File: src/rtl/matrix_scan_ctrl.sv
// Row-slot scan controller for the 8x8 red/green LED matrix and 6-digit 7-segment display.
// Fetches one row per slot from the game or banner source, blanks for anti-ghosting, then drives it.
module matrix_scan_ctrl #(
  parameter int unsigned SLOT_CYC  = 8192,
  parameter int unsigned BLANK_CYC = 64,
  parameter int unsigned TIMEOUT   = 32
) (
  input  logic        clk,
  input  logic        reset,
  input  logic        src_sel,
  input  logic        lz_en,
  input  logic [23:0] bcd_in,
  input  logic        rd_valid,
  input  logic [7:0]  rd_r,
  input  logic [7:0]  rd_g,
  output logic        rd_req,
  output logic [2:0]  rd_row,
  output logic        rd_src,
  output logic        active_src,
  output logic        frame_start,
  output logic        fetch_err,
  output logic [7:0]  matrix_scanout,
  output logic [7:0]  matrix_segout_r,
  output logic [7:0]  matrix_segout_g,
  output logic [2:0]  led_scanout,
  output logic [7:0]  led_segout
);

  localparam int unsigned CW = $clog2(SLOT_CYC);
  localparam int unsigned TW = (TIMEOUT > 1) ? $clog2(TIMEOUT) : 1;
  localparam logic [CW-1:0] C_LAST = CW'(SLOT_CYC - 1);
  localparam logic [CW-1:0] C_LOAD = CW'(BLANK_CYC - 1);
  localparam logic [TW-1:0] T_LAST = TW'(TIMEOUT - 1);

  typedef enum logic [1:0] {
    IDLE  = 2'd0,
    FETCH = 2'd1,
    HOLD  = 2'd2
  } state_t;

  state_t        state, state_nxt;
  logic [CW-1:0] c;
  logic [2:0]    row;
  logic [TW-1:0] tcnt;
  logic [7:0]    lat_r, lat_g;
  logic          slot_start, slot_last, disp_load;
  logic          fetch_ok, fetch_to;
  logic [7:0]    disp_r, disp_g;
  logic [3:0]    dig, dig_first;
  logic [1:0]    pos;
  logic          blank;
  logic [2:0]    led_scan_nxt;
  logic [7:0]    led_seg_nxt;

  function automatic logic [7:0] seg7(input logic [3:0] d);
    logic [7:0] s;
    case (d)
      4'd0:    s = 8'b1111_1100;
      4'd1:    s = 8'b0110_0000;
      4'd2:    s = 8'b1101_1010;
      4'd3:    s = 8'b1111_0010;
      4'd4:    s = 8'b0110_0110;
      4'd5:    s = 8'b1011_0110;
      4'd6:    s = 8'b1011_1110;
      4'd7:    s = 8'b1110_0000;
      4'd8:    s = 8'b1111_1110;
      4'd9:    s = 8'b1111_0110;
      default: s = 8'b0000_0000;
    endcase
    return s;
  endfunction

  assign slot_start = (c == '0);
  assign slot_last  = (c == C_LAST);
  assign disp_load  = (c == C_LOAD);
  assign rd_src     = active_src;

  always_ff @(posedge clk or negedge reset) begin
    if (!reset) state <= IDLE;
    else        state <= state_nxt;
  end

  always_comb begin
    state_nxt = state;
    fetch_ok  = 1'b0;
    fetch_to  = 1'b0;
    case (state)
      IDLE:  if (slot_start) state_nxt = FETCH;
      FETCH: begin
        if (rd_valid) begin
          fetch_ok  = 1'b1;
          state_nxt = HOLD;
        end else if (tcnt == T_LAST) begin
          fetch_to  = 1'b1;
          state_nxt = HOLD;
        end
      end
      HOLD:  if (slot_last) state_nxt = IDLE;
      default: state_nxt = IDLE;
    endcase
  end

  always_ff @(posedge clk or negedge reset) begin
    if (!reset) begin
      c           <= '0;
      row         <= 3'd7;
      active_src  <= 1'b0;
      frame_start <= 1'b0;
      fetch_err   <= 1'b0;
      rd_req      <= 1'b0;
      rd_row      <= '0;
      tcnt        <= '0;
      lat_r       <= '0;
      lat_g       <= '0;
    end else begin
      c           <= slot_last ? '0 : c + CW'(1);
      frame_start <= 1'b0;
      fetch_err   <= fetch_to;
      if (slot_start) begin
        row <= row + 3'd1;
        if (row == 3'd7) begin
          active_src  <= src_sel;
          frame_start <= 1'b1;
        end
      end
      if (state == IDLE && state_nxt == FETCH) begin
        rd_req <= 1'b1;
        rd_row <= row + 3'd1;
        tcnt   <= '0;
      end else if (fetch_ok || fetch_to) begin
        rd_req <= 1'b0;
      end
      if (state == FETCH && !fetch_ok && !fetch_to) tcnt <= tcnt + TW'(1);
      if (fetch_ok) begin
        lat_r <= rd_r;
        lat_g <= rd_g;
      end else if (fetch_to) begin
        lat_r <= '0;
        lat_g <= '0;
      end
    end
  end

  // Bypass covers a fetch that resolves on the same edge the display loads.
  always_comb begin
    disp_r = lat_r;
    disp_g = lat_g;
    if (fetch_ok) begin
      disp_r = rd_r;
      disp_g = rd_g;
    end else if (fetch_to) begin
      disp_r = '0;
      disp_g = '0;
    end
  end

  always_comb begin
    dig       = 4'd0;
    dig_first = 4'd0;
    pos       = 2'd0;
    case (row)
      3'd0: dig = bcd_in[23:20];
      3'd1: dig = bcd_in[19:16];
      3'd2: dig = bcd_in[15:12];
      3'd3: dig = bcd_in[11:8];
      3'd4: dig = bcd_in[7:4];
      3'd5: dig = bcd_in[3:0];
      default: dig = 4'd0;
    endcase
    if (row < 3'd3) begin
      dig_first = bcd_in[23:20];
      pos       = row[1:0];
    end else begin
      dig_first = bcd_in[11:8];
      pos       = 2'(row - 3'd3);
    end
    // Each 3-digit group suppresses its own leading zeros; the last digit always shows.
    blank = lz_en && (dig == 4'd0) &&
            ((pos == 2'd0) || ((pos == 2'd1) && (dig_first == 4'd0)));
    led_scan_nxt = '0;
    led_seg_nxt  = '0;
    if (row < 3'd6) begin
      led_scan_nxt = row;
      led_seg_nxt  = blank ? '0 : seg7(dig);
    end
  end

  always_ff @(posedge clk or negedge reset) begin
    if (!reset) begin
      matrix_scanout  <= '0;
      matrix_segout_r <= '0;
      matrix_segout_g <= '0;
      led_scanout     <= '0;
      led_segout      <= '0;
    end else if (slot_last) begin
      matrix_scanout  <= '0;
      matrix_segout_r <= '0;
      matrix_segout_g <= '0;
      led_scanout     <= '0;
      led_segout      <= '0;
    end else if (disp_load) begin
      matrix_scanout  <= 8'(1) << row;
      matrix_segout_r <= disp_r;
      matrix_segout_g <= disp_g;
      led_scanout     <= led_scan_nxt;
      led_segout      <= led_seg_nxt;
    end
  end

endmodule

File: config.mk
export PLATFORM = sky130hd
export DESIGN_NAME = matrix_scan_ctrl
export DESIGN_NICKNAME = d
export VERILOG_FILES = /design/src/rtl/matrix_scan_ctrl.sv
export SDC_FILE = /design/constraint.sdc
export NUM_CORES = 1
export LEC_CHECK = 0
export BUFFER_PORTS_ARGS = -buffer_cell sky130_fd_sc_hd__buf_2
export CORE_ASPECT_RATIO = 0.9
export CORE_UTILIZATION = 30
export DETAILED_ROUTE_END_ITERATION = 8
export PLACE_DENSITY = 0.59
export RECOVER_POWER = 100
export SLEW_MARGIN = 40
export SYNTH_ARGS = -nofsm -noshare
export SYNTH_HDL_FRONTEND = slang
export SYNTH_SLANG_ARGS = --single-unit
File: constraint.sdc
create_clock -name clk -period 3 [get_ports clk]
set_clock_uncertainty 0.1 [all_clocks]
set_input_delay 0.15 -clock clk [delete_from_list [all_inputs] [get_ports clk]]
set_output_delay 0.15 -clock clk [all_outputs]
set_load 0.01 [all_outputs]
==> out/metrics.yaml <==
drt_first_pass_iters: 5
global_route_wire_length_before_repair_mm: 15.3
cts_max_path_buffers: 2
final_hpwl_from_detailed_placement_mm: 6.40
failing_checks: "capacitance limit, slew limit"
fmaxAchievable_mhz: 357
grt_start_max_net_pins: 81
critical_path.max_fanout: 7
worst-slew-pin-transition_ns: 1.95
row_count: 38
initial_utilization: 0.310
r2r_start: "row[0]"
report.final.hold_viol_count: 0
most_frequent_cells_in_the_layout: "sky130_fd_sc_hd__dfrtp_1, sky130_fd_sc_hd__clkbuf_1, sky130_fd_sc_hd__buf_2"
report.final.slew_viol_count: 81
timing.rr.end: "led_segout[1]"
critical_path.startpoint: "row[0]"
filler_cell_count: 1202
total_power_mw: 2.34
yosysTopAreaCellShare: 0.513
critical_path_arrival_ns: 2.97
antenna_left: 0
cts_tree: "done"
number_of_antenna_violations_at_the_first_check_in_global_routing: 0
dr_total_vias: 3028
yosys.area_share.adder: 0.0467
worst_skew_pair.late_latency_ns: 0.32
htree_levels: 3
post_layout_nonfiller_instances: 614
crit_path_end: "led_segout[1]"
via_per_inst: 4.93
place_congestion: 0.846
finalWorstPathRequiredPeriod_ns: 2.80
die_span_y_um: 108
synth_area_leader_cell: "sky130_fd_sc_hd__dfrtp_1"
kind_of_end_point_of_the_critical_path: "flip-flop"
synth_enable_flop_cells: 0
design.final.nets: 508
grtUsageTotal: 0.150
synth_area_um2: 3750
synth.avg_cell_area_um2: 11.0
synth_xor_xnor_area_share: 0.0303
run_status: "complete, but fails checks"
largest_family_of_logic_cells_by_synthesized_area: "compound AO/OA/AOI/OAI gates"
netlist_instances: 340
max_cap_violations: 1
clock_pin_slew_worst_setup_and_hold_paths_ns: 0.06
synth-main-ff-cell: "sky130_fd_sc_hd__dfrtp_1"
wl_per_cell_um: 15.4
max_stage_delay_ns: 0.61
power.density_cell_area_nw_per_um2: 480
synth_sequential_area_ratio: 0.534
ir_drop_v: 0.000310
layout.core_utilization: 0.402
synth_area_leaders: "sky130_fd_sc_hd__dfrtp_1, sky130_fd_sc_hd__a22o_1, sky130_fd_sc_hd__ha_1"
design.portCount: 88
setup_violations: 0
globalRouteOverflowTotal: 0
ys_seq_elements: 80
worst_ep_required_time_ns: 3.16
most_common_cell_after_layout_fill_and_taps_aside: "sky130_fd_sc_hd__dfrtp_1"
cts.sink_count: 80
diodes: 0
hold-worst-slack_ns: 0.0278
cellLeakagePower_nw: 2.44
holdPathStages: 2
fin_ws_ns: 0.198
cts-buffers-inserted: 9
initialDrtViolationCount: 285
count_of_placed_standard_cells_including_taps: 577
drive_above_1_share: 0.203
reg2reg_depth: 12
path_class: "flip-flop to flip-flop"
synthArstFlopShare: 1.00
flow.area_growth_from_synthesis_pct: 29.9
setup.worst_path.start_class: "flip-flop"
post_route_drc_violation_count: 0
max-slew-margin-rel: -0.303
synth_fp_nets: 399
critical-path-top-cell-by-count: "sky130_fd_sc_hd__o21ai_1"
critical_path.slowest_cell: "sky130_fd_sc_hd__dfstp_2"
min-delay-path-class: "primary input to flip-flop"
wl_mm: 9.44
complex_gate_fraction_of_the_synthesized_area: 0.176
synth_cell_type_count: 46
warning_count_from_the_yosys_run: 0
final.period_utilization: 0.934
io_buffer_count: 86
die_x_um: 120
clock_tree.root_cell: "sky130_fd_sc_hd__clkbuf_16"
multiplexer_share_of_the_synthesized_area: 0.0170
core_area_um2: 12100
grt_pass1_vias: 3027
fp.dieArea_um2: 13000
place_ws_ns: -0.0303
yosys.area_share.simple: 0.153
worst-r2r-setup-slack_ns: 0.20
critical_path.cell_chain: "ha_1, ha_2, a22oi_1, o21ai_1, inv_1, ha_4, nand2_1, nor4_2, a311oi_2, o21ai_1, a21oi_2, a22o_1"
-- state kept, by name (all words and copies together), names as in the netlist --
| name | cells |
|---|---|
| matrix_segout_r | 8 |
| lat_g | 8 |
| led_scanout | 3 |
| matrix_scanout | 8 |
| c | 13 |
| led_segout | 7 |
| rd_row | 3 |
| fetch_err | 1 |
| tcnt | 5 |
| active_src | 1 |
| state | 2 |
| rd_req | 1 |
| lat_r | 8 |
| frame_start | 1 |
| matrix_segout_g | 8 |
| row | 3 |
-- per-stage QoR --
| stage | cell area, um2 | TNS (ns) |
|---|---|---|
| floorplan | 3750 | 0 |
| global placement | 4390 | 0 |
| detailed placement | 4390 | -0.0891 |
| CTS | 4890 | 0 |
| global route | 4880 | -0.00648 |
| finish | 4880 | 0 |
-- cell families (layout without fill, tap and decap cells) --
kind of cell             after synthesis  in the layout
adder cells (fa/ha/maj)               14             14
XOR/XNOR                              13             13
buffers and inverters                 36            150
multiplexers                           6              6
flip-flops                            80             80
other                                  1              1
AND/OR/NAND/NOR                      105            105
AO/OA/AOI/OAI                         85             85
-- critical path: cells and delay by family, from the launching register on --
family          cells  cell delay (ns)
fa+ha+maj           3             0.63
simple gates        2             0.16
flops               1             0.61
buf+inv             1             0.12
compound gates      6             1.12
-- layer usage --
layer / track usage / vias to the layer above / wire length [um]
li1: - / 1462 / -
met1: 0.211 / 1494 / 4630
met2: 0.232 / 65 / 4310
met3: 0.0290 / 7 / 406
met4: 0.0455 / 0 / 85
met5: 0 / - / 0
-- synthesized netlist by cell type, drive strengths merged, types with 2 or more instances --
cell    instances
a22o           24
mux2            3
o21ai          18
mux2i           3
o32ai           2
a22oi           8
dfrtp          77
nand4           2
a21o            2
inv            12
buf            13
xnor2           5
or4             2
or3             3
nor2           14
a41o           16
dfstp           3
a21oi           7
nand2b          3
clkbuf         11
nand3          15
and2            4
nor4            4
nor3            5
ha             14
nand2          27
o221ai          2
xor2            8
and3           24
-- what timing repair did --
action                                  CTS  global route
endpoints found under the hold margin    94             0
pin swaps                                 0             5
resized for setup                         1            10
endpoints found under the setup margin    6             7
hold buffers                             18             0
buffers inserted                          0             3
-- worst min-delay path by stage --
stage | startpoint | end | slack (ns)
5_1_grt | rd_r[1] | lat_r[1] | 0.03
2_1_floorplan | reset | active_src | -0.25
3_3_place_gp | rd_valid | fetch_err | 0.27
4_1_cts | rd_r[1] | lat_r[1] | 0.02
3_5_place_dp | reset | matrix_segout_r[6] | 0.14
6_report | rd_r[1] | lat_r[1] | 0.03
-- where the power goes --
part | total, mW | internal, mW | leakage, nW | switching, mW
Clock | 1.14 | 0.696 | 0.152 | 0.447
Combinational | 0.113 | 0.0556 | 1.23 | 0.0575
Sequential | 1.09 | 1.08 | 1.06 | 0.00310
Total | 2.34 | 1.84 | 2.44 | 0.507
-- final cells by class --
class,instances,area [um2],area share
Clock buffer,11,253,0.0518
Multi-Input combinational cell,224,1630,0.334
Timing Repair Buffer,122,678,0.139
Tap cell,160,200,0.0411
Sequential cell,80,2010,0.411
Inverter,12,45.0,0.00924
Clock inverter,5,63.8,0.0131
Note: power is estimated with default switching activity, not from simulation.
